[config.mk]
export PLATFORM = sky130hd
export DESIGN_NAME = run_length_detector
export DESIGN_NICKNAME = d
export VERILOG_FILES = /design/src/rtl/run_length_detector_pkg.sv /design/src/rtl/run_length_detector_run_counter.sv /design/src/rtl/run_length_detector.sv
export SDC_FILE = /design/constraint.sdc
export NUM_CORES = 1
export LEC_CHECK = 0
export BUFFER_PORTS_ARGS = -buffer_cell sky130_fd_sc_hd__buf_4
export CORE_MARGIN = 8
export CORE_UTILIZATION = 51
export CTS_BUF_LIST = sky130_fd_sc_hd__clkbuf_8
export DETAILED_ROUTE_END_ITERATION = 8
export GPL_ROUTABILITY_DRIVEN = 0
export GPL_TIMING_DRIVEN = 1
export PLACE_DENSITY = 0.83
export SYNTH_ARGS = -nofsm -noshare
export SYNTH_HDL_FRONTEND = slang
export SYNTH_SLANG_ARGS = --single-unit
export TNS_END_PERCENT = 20
[constraint.sdc]
create_clock -name clk -period 7.5 [get_ports clk]
set_input_delay 1.5 -clock clk [delete_from_list [all_inputs] [get_ports clk]]
set_output_delay 1.5 -clock clk [all_outputs]
set_load 0.03 [all_outputs]
[src/rtl/run_length_detector_pkg.sv]
// Shared types and default sizing for the run-length detector.
package detector_pkg;
  typedef enum logic {
    DET_OVERLAP = 1'b0,
    DET_PULSE   = 1'b1
  } det_mode_t;

  localparam int DEF_MAX_RUN = 16;
  localparam int DEF_HIT_W   = 8;
endpackage

[src/rtl/run_length_detector_run_counter.sv]
// Tracks the previous sampled bit and the saturating length of the current run.
module run_counter
  import detector_pkg::*;
#(
  parameter int MAX_RUN = DEF_MAX_RUN,
  parameter int CW      = $clog2(MAX_RUN + 1)
) (
  input  logic          clk,
  input  logic          aclr,
  input  logic          en,
  input  logic          w,
  input  logic          clr,
  output logic [CW-1:0] run_new,
  output logic          run_sat,
  output logic [CW-1:0] run_cnt
);
  logic last;
  logic cont;

  assign cont    = (run_cnt != '0) && (w == last);
  assign run_sat = cont && (run_cnt == CW'(MAX_RUN));
  assign run_new = !cont   ? CW'(1) :
                   run_sat ? run_cnt : run_cnt + CW'(1);

  always_ff @(posedge clk or negedge aclr) begin
    if (!aclr) begin
      last    <= 1'b0;
      run_cnt <= '0;
    end else if (en) begin
      last    <= w;
      run_cnt <= clr ? '0 : run_new;
    end
  end
endmodule

[src/rtl/run_length_detector.sv]
// Run-length detector with level/pulse modes; DET_HIT_CNT_EN builds the hit counter.
module run_length_detector
  import detector_pkg::*;
#(
  parameter  int MAX_RUN = DEF_MAX_RUN,
  parameter  int HIT_W   = DEF_HIT_W,
  localparam int CW      = $clog2(MAX_RUN + 1)
) (
  input  logic             clk,
  input  logic             aclr,
  input  logic             w,
  input  logic             en,
  input  logic [CW-1:0]    run_len,
  input  logic             mode,
  input  logic             clr_cnt,
  output logic             z,
  output logic             z_val,
  output logic [CW-1:0]    run_cnt,
  output logic [HIT_W-1:0] hit_cnt
);
  det_mode_t     md;
  logic [CW-1:0] run_new;
  logic          run_sat;
  logic          len_ok;
  logic          hit_eq;
  logic          hit;

  assign md     = det_mode_t'(mode);
  assign len_ok = (run_len != '0);
  assign hit_eq = len_ok && (run_new == run_len);
  assign hit    = (md == DET_PULSE) ? hit_eq : (len_ok && (run_new >= run_len));

  run_counter #(.MAX_RUN(MAX_RUN), .CW(CW)) u_rc (
    .clk     (clk),
    .aclr    (aclr),
    .en      (en),
    .w       (w),
    .clr     ((md == DET_PULSE) && hit),
    .run_new (run_new),
    .run_sat (run_sat),
    .run_cnt (run_cnt)
  );

  always_ff @(posedge clk or negedge aclr) begin
    if (!aclr) begin
      z     <= 1'b0;
      z_val <= 1'b0;
    end else if (en) begin
      z <= hit;
      if (hit) z_val <= w;
    end else if (md == DET_PULSE) begin
      z <= 1'b0;
    end
  end

`ifdef DET_HIT_CNT_EN
  // A saturated run keeps run_new == MAX_RUN; count only the edge that reached it.
  logic cnt_inc;
  assign cnt_inc = en && hit_eq && !run_sat;

  always_ff @(posedge clk or negedge aclr) begin
    if (!aclr)
      hit_cnt <= '0;
    else if (clr_cnt)
      hit_cnt <= '0;
    else if (cnt_inc && (hit_cnt != {HIT_W{1'b1}}))
      hit_cnt <= hit_cnt + HIT_W'(1);
  end
`else
  logic unused_cnt;
  assign unused_cnt = clr_cnt ^ run_sat;
  assign hit_cnt    = '0;
`endif
endmodule

# Word level (Yosys, flattened, before mapping)
# Cells that the tools add are included.
# classes
add_sub_neg	1
magnitude_cmp	1
eq_ne	3
n_mux	6
n_reduce_logical	9
# op_table
cell	count
$mux 5	3
$reduce_bool 5->1	2
$add 5x1->5 const B	1
$eq 5x5->1	1
$eq 5x5->1 const B	1
$ge 5x5->1	1
$logic_and 1x1->1	5
$mux 1	3
$reduce_and 2->1	1
$reduce_bool 2->1	1
$eq 1x1->1	1
# totals
regBits	8
in_bits	11
elab_cells	24

# Depth between registers and ports, before layout
# logic_depth
word_depth	10
mapped_depth	10
depth_no_buf	10

# Cells and area by module
# A second synthesis with hierarchy kept.
# unflattened
cells_unflattened	87
hier_area_um2	768.2
# modules_own_cells
module	instances	cells_per_inst	area_each_um2	seq_area_each_um2
run_counter	1	50	450.4	150.1
run_length_detector	1	37	317.8	50.0

# Worst setup path before layout
# OpenSTA, ideal clock, no wires.
# synth_timing
path_kind	in2reg
from	input port w
to	register z_val
arrival_ns	3.110
slack_ns	4.265
stages	7
path_cell_list	xor2_1 a21oi_1 ha_1 or3b_1 a31oi_1 o211ai_1 mux2_4
# synth_between
elab_chain_len	9
word_cells_on_any_way	11
# synth_rtl
item	line	text
from (decl)	run_length_detector.sv:11	input logic w,
$eq 1x1->1	run_length_detector_run_counter.sv:20	assign cont = (run_cnt != '0) && (w == last);
$logic_and 1x1->1	run_length_detector_run_counter.sv:20	
$logic_and 1x1->1	run_length_detector_run_counter.sv:21	assign run_sat = cont && (run_cnt == CW'(MAX_RUN));
$mux 5	run_length_detector_run_counter.sv:23	run_sat ? run_cnt : run_cnt + CW'(1);
$mux 5	run_length_detector_run_counter.sv:22	assign run_new = !cont ? CW'(1) :
$ge 5x5->1 / $eq 5x5->1 (equally long branches)	run_length_detector.sv:31, run_length_detector.sv:30	
$logic_and 1x1->1 (on tied branches)	run_length_detector.sv:31, run_length_detector.sv:30	
$mux 1	run_length_detector.sv:31	assign hit = (md == DET_PULSE) ? hit_eq : (len_ok && (run_new >= run_len));
$reduce_and 2->1 (no line)	n/a	
to (signal assigned)	run_length_detector.sv:50	if (hit) z_val <= w;
to (decl)	run_length_detector.sv:17	output logic z_val,
# Parallel ways exist; a longest one is shown, timed or not.
# A chain may end at the register's enable or synchronous reset.

# Worst setup path after layout
# Same ends and word-level chain as after synthesis.

==> impl_metrics.toml <==
[outcome]
status = "completed"

[worst_setup_path]
cpLargestDelayFamily = "compound AO/OA/AOI/OAI gates"
startpoint_type = "input port"
cp_max_fo = 6
slowest_delay_ns = 0.38
path_class = "input port to flip-flop"
crit_chain = "buf_4 -> xor2_1 -> a21oi_1 -> ha_1 -> or3b_1 -> a31oi_1 -> o211ai_1 -> mux2_4"
r2r_slack_ns = 4.79
r2r_start = "u_rc.run_cnt[0]$_DFFE_PN0P_"
crit_path_end_kind = "flip-flop"
worst_r2r_endpoint = "z_val$_DFFE_PN0P_"
path_buf_inv = 1
critPathSlowestCell = "xor2_1"
worst_r2r_path_depth = 10
crit_required_ns = 7.61
worst-endpoint-arrival_ns = 3.47

[sta]
setup_viol = 0
rsz0062_at_grt = "false"
finalHoldViolCount = 0
fmax_mhz = 298
fin_tns_setup_ns = 0
fin_skew_ns = 0.00385
fin_hold_ws_ns = 0.484
drv_slew = 0
finalCritPeriodShare = 0.448
min_period_ns = 3.36

[power_and_ir_drop]
p_int_w = 0.000117
combPwrFrac = 0.410
p_clk_frac = 0.274
p_leak_nw = 0.418
p_sw_frac = 0.370
switching_power_w = 0.0000687
sequentialPowerShare = 0.316
ir_drop_mv = 0.145
power.density_nw_per_um2 = 226

[finish]
antennaDiodeCount = 0
drive_above_1_share = 0.255
mostFrequentLayoutCell = "buf_4"
fin_nets = 114
nFillCells = 112
mostFrequentLayoutCells = "buf_4, conb_1, dfrtp_1"
fin_area_um2 = 820
seq_area_um2 = 200
area_delta_synth_final_pct = 21.1
multi_input_area_um2 = 417

[floorplan]
design.core.area_um2 = 1270
ios = 26
die_w_um = 52.4
start_util = 0.534
dieArea_um2 = 2750
row_count = 13
die_h_um = 52.4

[clocking]
cts_resized = 0
path_clk_slew_ns = 0.04
htreeDepth = 1
postCtsSetupBuffers = 0
clk_latency_ns = 0.23
cts_made_buffers = 3
root_buffer = "clkbuf_8"
holdBufCountCts = 0
cts_buffer_depth = 2
cts_sinks = 8
cts_tree = "built"

[synthesis]
avgSynthCellArea_um2 = 8.79
synth_area_um2 = 677
ys_seq_area_frac = 0.296
yosysWarnings = 0
syn-instance-count = 77
synth.distinct_cells = 29
synth-seq-cells = 8

[global_routing]
antenna_found_initial = 0
grt_pass1_wl_mm = 2.30
gr-total-overflow = 0
grt_pass1_vias = 549
grt_max_degree = 14
grtUsageTotal = 0.112

[placement]
portBuffers = 16
placed_area_um2 = 778
post-dp-hpwl_mm = 1.21

[routing]
firstDrtPassIters = 4
vias = 577
avgViaCountPerCell = 5.29
drt_iter0_markers = 13
wl_mm = 1.51
post_drt_wl_per_cell_um = 13.9
postRouteAntennaNets = 0
drcViolationCount = 0

[min_path]
min_from = "z$_DFFE_PN0P_"
hp-class = "flip-flop to flip-flop"
min_path_cells = 2
hold_end = "z$_DFFE_PN0P_"

[run]
drv_cap = 0
-- synth_stat cells --
cell / n / share of area
ha_1: 7 / 0.13
inv_1: 6 / 0.033
nor2b_1: 4 / 0.037
nor3_1: 1 / 0.0074
nor4_1: 1 / 0.0092
nor3b_1: 1 / 0.011
dfrtp_1: 8 / 0.30
mux2i_1: 1 / 0.015
o2bb2ai_1: 1 / 0.013
or3b_1: 1 / 0.013
a31oi_1: 1 / 0.0092
clkbuf_1: 1 / 0.0055
o21ai_0: 2 / 0.015
mux2_4: 1 / 0.022
and2_1: 1 / 0.0092
conb_1: 1 / 0.0055
a21oi_1: 2 / 0.015
nor2_1: 5 / 0.028
a211o_1: 1 / 0.013
nand3_1: 5 / 0.037
nand2b_1: 3 / 0.028
xor2_1: 3 / 0.039
nand3b_1: 1 / 0.011
a31o_2: 3 / 0.039
a211oi_1: 1 / 0.011
nand2_1: 4 / 0.022
buf_4: 8 / 0.089
mux2_2: 1 / 0.017
o211ai_1: 2 / 0.022
-- per-stage QoR --
step	setup slack, ns	std cells	utilization	power [W]
final	4.14	109	0.646	0.000186
after global routing	4.04	109	0.646	0.000198
after CTS	4.16	109	0.646	0.000187
after detailed placement	3.93	106	0.613	0.000135
after global placement	3.97	106	0.613	0.000132
after floorplan	4.26	84	-	0.000113
-- sequential cells by signal, summed over array words and instances (netlist names) --
signal and flops:
u_rc.run_cnt 5, u_rc.last 1, z 1, z_val 1
-- cells by family after synthesis --
kind of cell / Yosys count / share of synthesized area
buf+inv: 15 / 0.128
xor+xnor: 3 / 0.0388
simple gates: 27 / 0.213
flops: 8 / 0.296
fa+ha+maj: 7 / 0.129
other cells: 1 / 0.00554
mux: 3 / 0.0536
compound gates: 13 / 0.137
-- how the worst max path moves through the flow --
stage | depth (start not counted) | slack [ns] | startpoint | to
final | 8 | 4.14 | w | z_val$_DFFE_PN0P_
after global routing | 8 | 4.04 | w | z_val$_DFFE_PN0P_
after CTS | 8 | 4.16 | w | z_val$_DFFE_PN0P_
after detailed placement | 8 | 3.93 | w | z_val$_DFFE_PN0P_
after global placement | 8 | 3.97 | w | z_val$_DFFE_PN0P_
after floorplan | 7 | 4.26 | w | z_val$_DFFE_PN0P_
-- power groups by stage --
stage,clock (W),combinational (W),sequential (W)
5_1_grt,0.0000554,0.0000831,0.0000600
3_5_place_dp,0,0.0000759,0.0000586
6_report,0.0000509,0.0000762,0.0000586
2_1_floorplan,0,0.0000418,0.0000712
4_1_cts,0.0000523,0.0000766,0.0000585
3_3_place_gp,0,0.0000739,0.0000585
-- tightest hold or removal path: cells and delay by family, from the launching register on --
family        cells  cell delay, ns
flops             1            0.34
simple gates      2            0.12
-- per-layer routing --
metal  wire length (µm)  part of all wire  global-route usage  vias to the layer above
met3                123             0.081              0.0511                        0
met5                  0                 0                   0                        -
li1                   -                 -                   -                      285
met4                  0                 0              0.0302                        0
met2                767              0.51               0.194                       27
met1                622              0.41               0.119                      265
-- final cells by class --
cell class,count,area share
multi-input cells,61,0.508
flip-flops and latches,8,0.244
repair buffers,16,0.147
clock buffers,3,0.0504
inverters,6,0.0275
well taps,15,0.0229
No activity file was read; power rests on OpenSTA's default activity.
